### config.mk
export PLATFORM = sky130hd
export DESIGN_NAME = mouse_position_tracker
export DESIGN_NICKNAME = d
export VERILOG_FILES = /design/src/rtl/mouse_position_tracker.sv
export SDC_FILE = /design/constraint.sdc
export NUM_CORES = 1
export LEC_CHECK = 0
export CAP_MARGIN = 20
export CORE_MARGIN = 5
export CORE_UTILIZATION = 30
export DETAILED_ROUTE_END_ITERATION = 8
export PLACE_DENSITY = 0.56
export SLEW_MARGIN = 40
export SYNTH_ARGS = -nofsm -noshare
export SYNTH_HDL_FRONTEND = slang
export SYNTH_SLANG_ARGS = --single-unit
### constraint.sdc
create_clock -name CLK -period 3 [get_ports CLK]
set_clock_uncertainty 0.15 [all_clocks]
set_input_delay 0.6 -clock CLK [delete_from_list [all_inputs] [get_ports CLK]]
set_output_delay 0.6 -clock CLK [all_outputs]
set_load 0.005 [all_outputs]
### src/rtl/mouse_position_tracker.sv
// mouse_position_tracker
// Turns PS/2 mouse packets (status, dx, dy, dz) into an absolute X/Y
// position that stays inside the screen, a wrapping wheel count and the
// button state. Each packet takes three cycles after it is accepted. One
// more packet can arrive while that work is in flight; it is held in a
// one-deep pending buffer.
module mouse_position_tracker #(
  parameter int X_LIMIT  = 160,
  parameter int Y_LIMIT  = 120,
  parameter bit Y_INVERT = 1'b1
) (
  input  logic       CLK,
  input  logic       RESET,
  input  logic [7:0] MOUSE_STATUS,
  input  logic [7:0] MOUSE_DX,
  input  logic [7:0] MOUSE_DY,
  input  logic [7:0] MOUSE_DZ,
  input  logic       SEND_INTERRUPT,
  input  logic       OVERRUN_CLR,
  output logic [7:0] MOUSE_X,
  output logic [7:0] MOUSE_Y,
  output logic [7:0] MOUSE_Z,
  output logic [2:0] BUTTONS,
  output logic       POS_VALID,
  output logic       BUSY,
  output logic       OVERRUN
);

  typedef enum logic [1:0] {
    S_IDLE   = 2'd0,
    S_CALC_X = 2'd1,
    S_CALC_Y = 2'd2,
    S_COMMIT = 2'd3
  } state_t;

  typedef struct packed {
    logic [7:0] status;
    logic [7:0] dx;
    logic [7:0] dy;
    logic [7:0] dz;
  } pkt_t;

  localparam logic signed [9:0] X_MAX = 10'(X_LIMIT - 1);
  localparam logic signed [9:0] Y_MAX = 10'(Y_LIMIT - 1);
  localparam logic [7:0]        X_HOME = 8'(X_LIMIT / 2);
  localparam logic [7:0]        Y_HOME = 8'(Y_LIMIT / 2);

  state_t     r_state;
  pkt_t       r_snap;
  pkt_t       r_pend;
  logic       r_pending;
  logic [7:0] r_nx;
  logic [7:0] r_ny;
  logic [7:0] r_nz;
  logic [7:0] r_x;
  logic [7:0] r_y;
  logic [7:0] r_z;
  logic [2:0] r_buttons;
  logic       r_pos_valid;
  logic       r_overrun;

  pkt_t              w_in;
  logic signed [8:0] w_dx9;
  logic signed [8:0] w_dy9;
  logic signed [9:0] w_sx;
  logic signed [9:0] w_sy;
  logic [7:0]        w_nx;
  logic [7:0]        w_ny;
  logic [7:0]        w_nz;

  // Forces a signed 10-bit sum into the range 0..max.
  function automatic logic [7:0] clamp(input logic signed [9:0] v,
                                       input logic signed [9:0] max);
    if (v < 10'sd0)    return 8'd0;
    else if (v > max)  return max[7:0];
    else               return v[7:0];
  endfunction

  assign w_in = '{status: MOUSE_STATUS, dx: MOUSE_DX, dy: MOUSE_DY, dz: MOUSE_DZ};

  // Next-position arithmetic on the snapshot. A set overflow bit discards
  // only the delta of its own axis. Ten signed bits hold -256..+510.
  always_comb begin
    // NOTE: give every always_comb output a value on every path first; a
    // path that leaves one unassigned infers a latch.
    w_dx9 = '0;
    w_dy9 = '0;
    if (!r_snap.status[6]) w_dx9 = {r_snap.status[4], r_snap.dx};
    if (!r_snap.status[7]) w_dy9 = {r_snap.status[5], r_snap.dy};
    w_sx = $signed({2'b00, r_x}) + {w_dx9[8], w_dx9};
    if (Y_INVERT) w_sy = $signed({2'b00, r_y}) - {w_dy9[8], w_dy9};
    else          w_sy = $signed({2'b00, r_y}) + {w_dy9[8], w_dy9};
    w_nx = clamp(w_sx, X_MAX);
    w_ny = clamp(w_sy, Y_MAX);
    w_nz = r_z + {{4{r_snap.dz[3]}}, r_snap.dz[3:0]};
  end

  // Packet FSM, pending buffer, overrun flag and registered outputs.
  // NOTE: the reset is asynchronous, so it goes in the sensitivity list.
  // Every register here, the snapshot and pending buffer included, has a
  // defined reset value.
  always_ff @(posedge CLK or negedge RESET) begin
    if (!RESET) begin
      r_state     <= S_IDLE;
      r_snap      <= '0;
      r_pend      <= '0;
      r_pending   <= 1'b0;
      r_nx        <= '0;
      r_ny        <= '0;
      r_nz        <= '0;
      r_x         <= X_HOME;
      r_y         <= Y_HOME;
      r_z         <= '0;
      r_buttons   <= '0;
      r_pos_valid <= 1'b0;
      r_overrun   <= 1'b0;
    end else begin
      // NOTE: non-blocking assignments throughout, so every register
      // samples the values from before the edge, whatever the statement
      // order. The later overrun set therefore overrides the clear.
      r_pos_valid <= 1'b0;
      if (OVERRUN_CLR) r_overrun <= 1'b0;

      case (r_state)
        S_IDLE: begin
          if (r_pending) begin
            // A packet captured during COMMIT goes first. A new one in this
            // same cycle takes its place in the buffer.
            r_snap  <= r_pend;
            r_state <= S_CALC_X;
            if (SEND_INTERRUPT) r_pend    <= w_in;
            else                r_pending <= 1'b0;
          end else if (SEND_INTERRUPT) begin
            r_snap  <= w_in;
            r_state <= S_CALC_X;
          end
        end

        S_CALC_X, S_CALC_Y: begin
          if (r_state == S_CALC_X) begin
            r_nx    <= w_nx;
            r_state <= S_CALC_Y;
          end else begin
            r_ny    <= w_ny;
            r_nz    <= w_nz;
            r_state <= S_COMMIT;
          end
          if (SEND_INTERRUPT) begin
            r_pend    <= w_in;
            r_pending <= 1'b1;
            if (r_pending) r_overrun <= 1'b1;
          end
        end

        S_COMMIT: begin
          r_x         <= r_nx;
          r_y         <= r_ny;
          r_z         <= r_nz;
          r_buttons   <= r_snap.status[2:0];
          r_pos_valid <= 1'b1;
          if (r_pending) begin
            // A packet arriving now overwrites the pending one, so the
            // newest data goes straight into the snapshot.
            r_snap    <= SEND_INTERRUPT ? w_in : r_pend;
            r_pending <= 1'b0;
            r_state   <= S_CALC_X;
            if (SEND_INTERRUPT) r_overrun <= 1'b1;
          end else begin
            if (SEND_INTERRUPT) begin
              r_pend    <= w_in;
              r_pending <= 1'b1;
            end
            r_state <= S_IDLE;
          end
        end

        default: r_state <= S_IDLE;
      endcase
    end
  end

  assign MOUSE_X   = r_x;
  assign MOUSE_Y   = r_y;
  assign MOUSE_Z   = r_z;
  assign BUTTONS   = r_buttons;
  assign POS_VALID = r_pos_valid;
  assign OVERRUN   = r_overrun;
  assign BUSY      = (r_state != S_IDLE);

endmodule

==> results.json <==
{
  "grt_util_met2_pct": 19.0,
  "syn_to_final_growth_pct": 22.6,
  "viasPerCell": 4.85,
  "dp_cells": 788,
  "syn-num-nets": 570,
  "use_met3_pct": 2.61,
  "cts_hold_buf": 0,
  "tritoncts": "done",
  "synth_cell_type_count": 57,
  "grt-ovfl-total": 0,
  "dp_hpwl_mm": 9.05,
  "required_ns": 3.09,
  "initial_core_util_pct": 30.4,
  "cts_sinks": 110,
  "switching_share_pct": 39.4,
  "reg2reg_slack_ns": 0.14,
  "cp_data_arrival_time_ns": 2.95,
  "p_seq_share_pct": 31.5,
  "synthTopCellsByCount": "dfrtp_1 (104), mux2_2 (57), o21ai_0 (41)",
  "die_w_um": 147,
  "synth_top_cell_by_area": "dfrtp_1",
  "antenna_found_initial": 0,
  "ys_seq_area_share_pct": 48.7,
  "clk_pin_slew_ns": 0.08,
  "grt_use_met1_pct": 15.2,
  "final_cells": 805,
  "p_leak_nw": 2.95,
  "wirelength_mm": 12.3,
  "num_antenna_cells": 0,
  "syn-cell-area_um2": 5670,
  "top_usage_layer": "met2",
  "synth_ff_type": "dfrtp_1",
  "yosys_warnings": 0,
  "tns_ns": 0,
  "synth_most_common_cell": "dfrtp_1",
  "synthTopCellsByArea": "dfrtp_1 (46%), mux2_2 (11%), ha_1 (6.4%)",
  "die_h_um": 147,
  "gp_congestion": 0.814,
  "yosys_register_bits": 110,
  "endpoint_kind": "flip-flop",
  "drc": 0,
  "power_frac_clock_pct": 13.9,
  "critPathMaxFanout": 10,
  "h-tree-depth": 3,
  "switchingPower_w": 0.00343,
  "grt_max_degree": 55,
  "final_net_count": 634,
  "synth_edf_count": 0,
  "drv_cap": 0,
  "final_cell_area_um2": 6940,
  "cts_max_path_buffers": 2,
  "crit_type": "flip-flop to flip-flop",
  "finalCriticalPeriod_ns": 2.86,
  "dieArea_um2": 21700,
  "num_rows": 50,
  "syn_avg_cell_area_um2": 11.3,
  "cts_root_buffer": "clkbuf_16",
  "ant_nets": 0,
  "dr.pass1.iters": 4,
  "grt_usage_pct": 11.9,
  "ios": 66,
  "via_count": 3904,
  "finalHoldViolCount": 0,
  "cts_buffers": 9,
  "post_drt_wl_per_cell_um": 15.3,
  "p_per_area_nw_per_um2": 1260,
  "grt_pass1_wl_mm": 20.8,
  "maxSlewHeadroom_pct": 58.4,
  "ir_worst_vdd_mv": 0.416,
  "fin_crit_sh_pct": 95.3,
  "combPwrFrac_pct": 54.6,
  "drt_iter0_markers": 186,
  "coreArea_um2": 18600,
  "post_dp_cell_area_um2": 6620,
  "syn_inst": 502,
  "min_path_type": "primary input to asynchronous set/reset pin",
  "drive_above_1_share_pct": 18.9,
  "outcome": "complete, no violations",
  "drv_slew": 0,
  "netlist.area_leader.share_pct": 45.9,
  "rsz0062_at_grt": "false",
  "clk_latency_ns": 0.35,
  "p_int_w": 0.00529,
  "port_buffers": 60,
  "grt_pass1_vias": 4101,
  "finalSetupViolCount": 0,
  "tightest_slew_ns": 0.624,
  "start_kind": "flip-flop",
  "async_flop_share_pct": 100,
  "max_freq_ghz": 0.350
}
[sequential cells by signal (all words and copies together) (netlist names)]
| register | flops |
|---|---|
| r_pend | 27 |
| r_snap | 27 |
| MOUSE_X | 8 |
| MOUSE_Y | 8 |
| MOUSE_Z | 8 |
| r_nx | 8 |
| r_ny | 8 |
| r_nz | 8 |
| BUTTONS | 3 |
| r_state | 2 |
| OVERRUN | 1 |
| POS_VALID | 1 |
| r_pending | 1 |
[worst max-delay path: stages (launching register included)]
cell and delay [ns]:
dfrtp_2 0.46, nor2b_1 0.13, ha_1 0.17, inv_1 0.05
fa_1 0.43, a211oi_4 0.30, or4_4 0.19, nand4_1 0.14
a221oi_2 0.36, o21ai_2 0.14, o221a_1 0.24
[kinds of logic after synthesis]
logic type	count (synthesis)	synth area share (%)
AO/OA/AOI/OAI	102	11.8
XOR/XNOR	17	2.63
adder cells (fa/ha/maj)	32	7.46
buffers and inverters	38	2.61
flip-flops	110	48.7
multiplexers	85	16.3
AND/OR/NAND/NOR	118	10.5
[final timing paths]
path | from | end | depth (start not counted)
setup / recovery | r_snap[31]$_DFFE_PN0P_ | r_ny[2]$_DFFE_PN0P_ | 10
hold / removal | RESET | MOUSE_Z[4]$_DFFE_PN0P_ | 1
setup reg to reg | r_snap[31]$_DFFE_PN0P_ | r_ny[2]$_DFFE_PN0P_ | 10
hold reg to reg | r_snap[17]$_DFFE_PN0P_ | r_snap[17]$_DFFE_PN0P_ | 2
max in group asynchronous | RESET | MOUSE_Y[4]$_DFFE_PN1P_ | 2
min in group CLK | r_snap[17]$_DFFE_PN0P_ | r_snap[17]$_DFFE_PN0P_ | 2
[layout make-up]
cell class                 count  area, um2
timing repair buffer          72        713
multi-input combinational    354       2800
tap                          234        293
clock buffer                  10        229
fill                        1812      11700
sequential                   110       2760
clock inverter                 6       71.3
inverter                      19       71.3
[repair_timing]
item / in CTS / in global routing
resized for setup: 0 / 5
setup endpoints to repair: 0 / 8
buffers inserted: 0 / 1
[power by group through the flow]
stage	Combinational (W)	Sequential (W)	Clock [W]
floorplan	0.00343	0.00261	0
global placement	0.00458	0.00274	0
detailed placement	0.00474	0.00278	0
CTS	0.00476	0.00276	0.00126
global route	0.00531	0.00284	0.00132
finish	0.00476	0.00275	0.00121
[placed cells by master, fill, tap and decap left out, types with 3 or more instances in the layout]
| cell type | netlist | final |
|---|---|---|
| xor2_1 | 7 | 7 |
| o21ai_0 | 41 | 41 |
| nand2_1 | 40 | 40 |
| a21oi_1 | 17 | 16 |
| o221a_1 | 3 | 3 |
| inv_1 | 18 | 18 |
| fa_1 | 3 | 3 |
| xnor2_1 | 10 | 10 |
| nor2_1 | 24 | 24 |
| clkbuf_16 | 0 | 9 |
| nand2b_1 | 12 | 12 |
| a211oi_1 | 9 | 9 |
| mux2i_1 | 28 | 27 |
| dfrtp_1 | 104 | 102 |
| buf_4 | 0 | 11 |
| o31ai_1 | 4 | 4 |
| nor2b_1 | 15 | 15 |
| clkdlybuf4s50_1 | 0 | 59 |
| nand3_1 | 3 | 3 |
| mux2_2 | 57 | 57 |
| nor3_1 | 6 | 6 |
| nor3b_1 | 4 | 4 |
| ha_1 | 29 | 28 |
| dfstp_2 | 6 | 6 |
[layer usage]
layer,vias up,share of wire [%]
met1,1889,46
met2,62,47
met5,-,0
met4,0,3.0
met3,20,3.7
li1,1933,-
[stage by stage]
step | total power [W] | setup slack [ns] | util (%) | hold slack (ns)
after CTS | 0.00877 | 0.0724 | 37.1 | 0.124
after global routing | 0.00947 | 0.0320 | 37.2 | 0.165
final | 0.00872 | 0.140 | 37.2 | 0.0986
after global placement | 0.00732 | 0.154 | 35.5 | 0.310
after detailed placement | 0.00751 | 0.0838 | 35.5 | 0.315
after floorplan | 0.00604 | 0.239 | - | 0.154
(Power assumes the default switching activity.)
==> RTL edit 1 (same settings) <==
Set the parameter `Y_INVERT` to 1'b0 (it was 1'b1).
--- a/src/rtl/mouse_position_tracker.sv
+++ b/src/rtl/mouse_position_tracker.sv
@@ -7,7 +7,7 @@
 module mouse_position_tracker #(
   parameter int X_LIMIT  = 160,
   parameter int Y_LIMIT  = 120,
-  parameter bit Y_INVERT = 1'b1
+  parameter bit Y_INVERT = 1'b0
 ) (
   input  logic       CLK,
   input  logic       RESET,
Behaviour: not the same (Yosys sat finds a counterexample within 10 cycles, from zero or initial values and one cycle with RESET low).
==> RTL edit 1 against the original RTL <==
Final cell count grew 5.7%. Sequential cell count is the same. Largest cell class unchanged. Highest routed layer unchanged. Setup slack gained 180 ps. Area after synthesis grew 3.0%. Power shrank 0.70%. Global-route usage grew 0.13 points. Final area grew 2.4%. Wire length grew 4.3%. Sequential share of layout area shrank 0.95 points.
==> RTL edit 1: results (changes against the original RTL) <==
outcome finished clean (unchanged); top cells by count, synth 104 x dfrtp_1, 56 x mux2_2, 54 x o21ai_0 (was 104 x dfrtp_1, 57 x mux2_2, 41 x o21ai_0); first-pass GRT wire length 21.5 mm (was 20.8 mm); Synth area leaders dfrtp_1 45%, mux2_2 11%, ha_1 6.0%, mux2i_1 5.0%, o21ai_0 4.6% (was dfrtp_1 46%, mux2_2 11%, ha_1 6.4%, mux2i_1 4.9%, o21ai_0 3.6%); asr flop ratio synth 1.00 (unchanged); vias in the first global route 4,242 (was 4,101); fin cells 851 (was 805); H-tree levels 3 (unchanged); Skew-Pair Late Insertion Delay 350 ps (about the same); Post-CTS Setup Inserts 0 (unchanged); Pleak 3.04 nW (was 2.95 nW); synthesized area per cell 11.3 µm² (about the same); cell total after placement 835 (was 788); Root Buffer clkbuf_16 (unchanged); NumNets Final 648 (was 634); Critical Path Max Stage Delay 400 ps (was 460 ps); VDD IR max 366 µV (was 416 µV); crit-path max FO 7 (was 10); DR pass1 iterations 4 (unchanged); sw frac 0.406 (was 0.394); syn_nets 585 (was 570); slowest library cell on the worst path dfrtp_1 (was dfrtp_2); dpl hpwl 9.33 mm (was 9.05 mm); GPL Wtd Cong 0.859 (was 0.814); Wirelength per Cell 15.1 µm (was 15.3 µm); Worst Max-Slew Pin Slew 517 ps (was 624 ps); layout cells sized above 1 0.183 (was 0.189); yosys warns 0 (unchanged); filler instances 1,928 (was 1,812); GRT Overall Usage 0.120 (was 0.119); 1st-iter DRT viols 178 (was 186); vias per cell 4.81 (was 4.85); register area share after synthesis 0.473 (was 0.487); WP data arrival 2830 ps (was 2950 ps); Netlist cell types 68 (was 57)
-- RTL edit 1: changes by cell type in the layout (fill, tap and decap cells not counted), sizes merged, moves of 5 or more --
cell	change
nor2	-14
nand2b	-6
o21ai	+16
o221a	-5
nor2b	+6
a31oi	+9
inv	+8
-- RTL edit 1: power groups by stage --
| stage | combinational, W | sequential [W] | clock (W) |
|---|---|---|---|
| finish | 0.00479 | 0.00268 | 0.00120 |
| detailed placement | 0.00482 | 0.00272 | 0 |
| global placement | 0.00472 | 0.00268 | 0 |
| floorplan | 0.00352 | 0.00258 | 0 |
| CTS | 0.00485 | 0.00269 | 0.00125 |
| global route | 0.00535 | 0.00278 | 0.00129 |
-- RTL edit 1: stage by stage --
stage | worst slack (ps) | area, µm² | power (W) | hold slack (ps)
6_report | 315 | 7110 | 0.00866 | 76.9
5_1_grt | 116 | 7110 | 0.00942 | 108
4_1_cts | 321 | 7110 | 0.00879 | 83.1
3_5_place_dp | 355 | 6810 | 0.00754 | 315
3_3_place_gp | 382 | 6810 | 0.00741 | 306
2_1_floorplan | 523 | 5840 | 0.00611 | 154
-- RTL edit 1: layer usage --
layer / GRT usage / vias up / part of all wire
met5: 0 / - / 0
met4: 0.0494 / 0 / 0.019
met3: 0.0209 / 14 / 0.034
met2: 0.201 / 57 / 0.49
met1: 0.154 / 2015 / 0.46
li1: - / 2008 / -
-- RTL edit 1: cell families (layout without fill, tap and decap cells) --
| group | Yosys count | count (layout) | synth area share |
|---|---|---|---|
| AO/OA/AOI/OAI | 132 | 132 | 0.153 |
| XOR/XNOR | 11 | 11 | 0.0165 |
| adder cells (fa/ha/maj) | 31 | 31 | 0.0703 |
| buffers and inverters | 41 | 109 | 0.0289 |
| flip-flops | 110 | 110 | 0.473 |
| multiplexers | 85 | 85 | 0.158 |
| AND/OR/NAND/NOR | 108 | 108 | 0.101 |
-- RTL edit 1: final timing paths --
path | from | to | slack (ps) | cells past startpoint
setup / recovery | r_snap[31] | r_ny[3] | 320 | 9
hold / removal | RESET | MOUSE_Z[5] | 80 | 1
setup reg to reg | r_snap[31] | r_ny[3] | 320 | 9
min in group CLK | r_snap[25] | r_snap[25] | 330 | 2
hold reg to reg | r_snap[25] | r_snap[25] | 330 | 2
max in group asynchronous | RESET | MOUSE_X[4] | 1860 | 2
-- RTL edit 1: final cells by class --
| type | instances | area, µm² | share of cell area |
|---|---|---|---|
| inverters | 23 | 86.3 | 0.0121 |
| flip-flops and latches | 110 | 2760 | 0.388 |
| well taps | 265 | 332 | 0.0466 |
| clock inverters | 5 | 45.0 | 0.00634 |
| clock buffers | 11 | 253 | 0.0356 |
| multi-input cells | 367 | 2930 | 0.413 |
| repair buffers | 70 | 698 | 0.0982 |
==> RTL edit 2 (config.mk and constraints unchanged) <==
Made on the original files. The 4 states of `state_t` get a one-hot encoding in 4 bits.
--- a/src/rtl/mouse_position_tracker.sv
+++ b/src/rtl/mouse_position_tracker.sv
@@ -26,11 +26,11 @@
   output logic       OVERRUN
 );
 
-  typedef enum logic [1:0] {
-    S_IDLE   = 2'd0,
-    S_CALC_X = 2'd1,
-    S_CALC_Y = 2'd2,
-    S_COMMIT = 2'd3
+  typedef enum logic [3:0] {
+    S_IDLE   = 4'b0001,
+    S_CALC_X = 4'b0010,
+    S_CALC_Y = 4'b0100,
+    S_COMMIT = 4'b1000
   } state_t;
 
   typedef struct packed {
Behaviour: no difference found for any inputs over 4 cycles, from zero or initial values and one cycle with RESET low; so few cycles prove little.
==> RTL edit 2 against the original RTL <==
Setup slack better by 91 ps. Sequential cell count up 2. Die area up 2.9%. First-iteration DRC count up 56%. Wire length up 8.1%. Final area up 2.6%. Clock power up 3%. Synthesized cell count up 15%. Power down 16%. Area after synthesis up 3.1%. Critical endpoint is now r_nx[4]. Largest cell class unchanged. Highest routed layer unchanged.
==> RTL edit 2: results (changes against the original RTL) <==
outcome finished clean (unchanged); layout cells sized above 1 0.125 (was 0.189); Pleak 3.30 nW (was 2.95 nW); VDD IR max 293 µV (was 416 µV); routed via count 4,286 (was 3,904); # diodes 0 (unchanged); M3 GR Usage 0.0209 (was 0.0261); TritonCTS buffer count 9 (unchanged); Skew-Pair Late Insertion Delay 360 ps; clk slew on worst S/H paths 70 ps; Wirelength per Cell 14.7 µm (was 15.3 µm); hold depth 2; Port Buffers 60 (unchanged); Max-Slew Margin vs Limit 0.572 (was 0.584); Netlist cell types 66 (was 57); hold_sp r_ny[7]; largest net degree at the start of global routing 60 (was 55); WP data arrival 2890 ps (was 2950 ps); deepest clock path buffer count 2 (unchanged); worst r2r src r_snap[16] (was r_snap[31]); asr flop ratio synth 1.00 (unchanged); Hold EP MOUSE_Y[7]; reg2reg end r_nx[4] (was r_ny[2]); Regs by FF count r_pend x27, r_snap x27 (unchanged); worst hold path type register to register (was input port to async pin); Highest Signal Layer met4 (unchanged); grt met1 use 0.162 (was 0.152); yosys warns 0 (unchanged); slowest library cell on the worst path fa_1 (was dfrtp_2); NumNets Final 700 (was 634); met2 usage 0.190 (about the same); R2R setup slack 230 ps (was 140 ps); H-tree levels 3 (unchanged); top cells by count, synth 107 x nand2_1, 105 x dfrtp_1, 47 x nor2_1 (was 104 x dfrtp_1, 57 x mux2_2, 41 x o21ai_0); first-pass GRT wire length 21.6 mm (was 20.8 mm); dpl hpwl 9.61 mm (was 9.05 mm); pre-CTS setup slack 107 ps (was 83.8 ps); Primary FF master, synth dfrtp_1 (unchanged); M1 WL 6.19 mm (was 5.70 mm); GRT Overall Usage 0.121 (was 0.119); final setup margin 231 ps (was 140 ps); initial antenna violation count 0 (unchanged); crit-path max FO 5 (was 10); syn_nets 641 (was 570); met3 wire length 511 µm (was 459 µm); GPL Wtd Cong 0.862 (was 0.814); 1st-iter DRT viols 290 (was 186); WL met2 6.22 mm (was 5.79 mm); Fin Hold WS 310 ps (was 98.6 ps); CP startpoint r_snap[16] (was r_snap[31]); register area share after synthesis 0.481 (was 0.487); Synth area leaders dfrtp_1 45%, nand2_1 6.9%, mux2_2 5.2%, ha_1 5.1%, mux2i_1 5.1% (was dfrtp_1 46%, mux2_2 11%, ha_1 6.4%, mux2i_1 4.9%, o21ai_0 3.6%); Critical Path Max Stage Delay 440 ps (was 460 ps); Worst Reg-to-Reg Cells 9 (was 10); Root Buffer clkbuf_16 (unchanged)
==> RTL edit 2: changes by cell type after synthesis, sizes merged, moves of 12 or more <==
cell	delta
buf	+12
nand2	+68
o21ai	-22
mux2	-30
a21oi	+27
nor2	+24
==> RTL edit 2: where the power goes <==
part / total, W / switching [W] / internal, W / leakage, nW
logic: 0.00345 / 0.00177 / 0.00168 / 1.79
clock network: 0.00125 / 0.000590 / 0.000659 / 0.148
registers: 0.00260 / 0.000431 / 0.00217 / 1.37
==> RTL edit 2: layout make-up <==
| type | count | area, µm² |
|---|---|---|
| Fill cell | 1924 | 12200 |
| Multi-Input combinational cell | 424 | 2870 |
| Sequential cell | 112 | 2810 |
| Timing Repair Buffer | 73 | 736 |
| Tap cell | 265 | 332 |
| Clock buffer | 9 | 225 |
| Clock inverter | 7 | 80.1 |
| Inverter | 17 | 63.8 |
==> RTL edit 2: logic make-up (layout without fill, tap and decap cells) <==
logic type,after synthesis,after routing,synth area share
muxes,57,57,0.103
adders and majority gates,27,27,0.0617
and+or+nand+nor,202,202,0.153
buffers and inverters,42,106,0.0328
xor gates and xnor gates,17,17,0.0255
AOI/OAI and AO/OA,121,121,0.143
DFF,112,112,0.481
==> RTL edit 2: per-stage QoR <==
stage / cell area (µm²) / total power [W] / util / cells
2_1_floorplan: 5840 / 0.00509 / - / 578
3_3_place_gp: 6780 / 0.00592 / 0.351 / 890
3_5_place_dp: 6780 / 0.00605 / 0.351 / 890
4_1_cts: 7100 / 0.00734 / 0.367 / 907
5_1_grt: 7120 / 0.00787 / 0.368 / 907
6_report: 7120 / 0.00730 / 0.368 / 907
==> RTL edit 2: what timing repair did <==
action | CTS | global route
setup endpoints to repair | 0 | 7
gates resized for setup | 0 | 5
hold buffers | 1 | 0
endpoints found under the hold margin | 17 | 0
setup buffers | 0 | 0
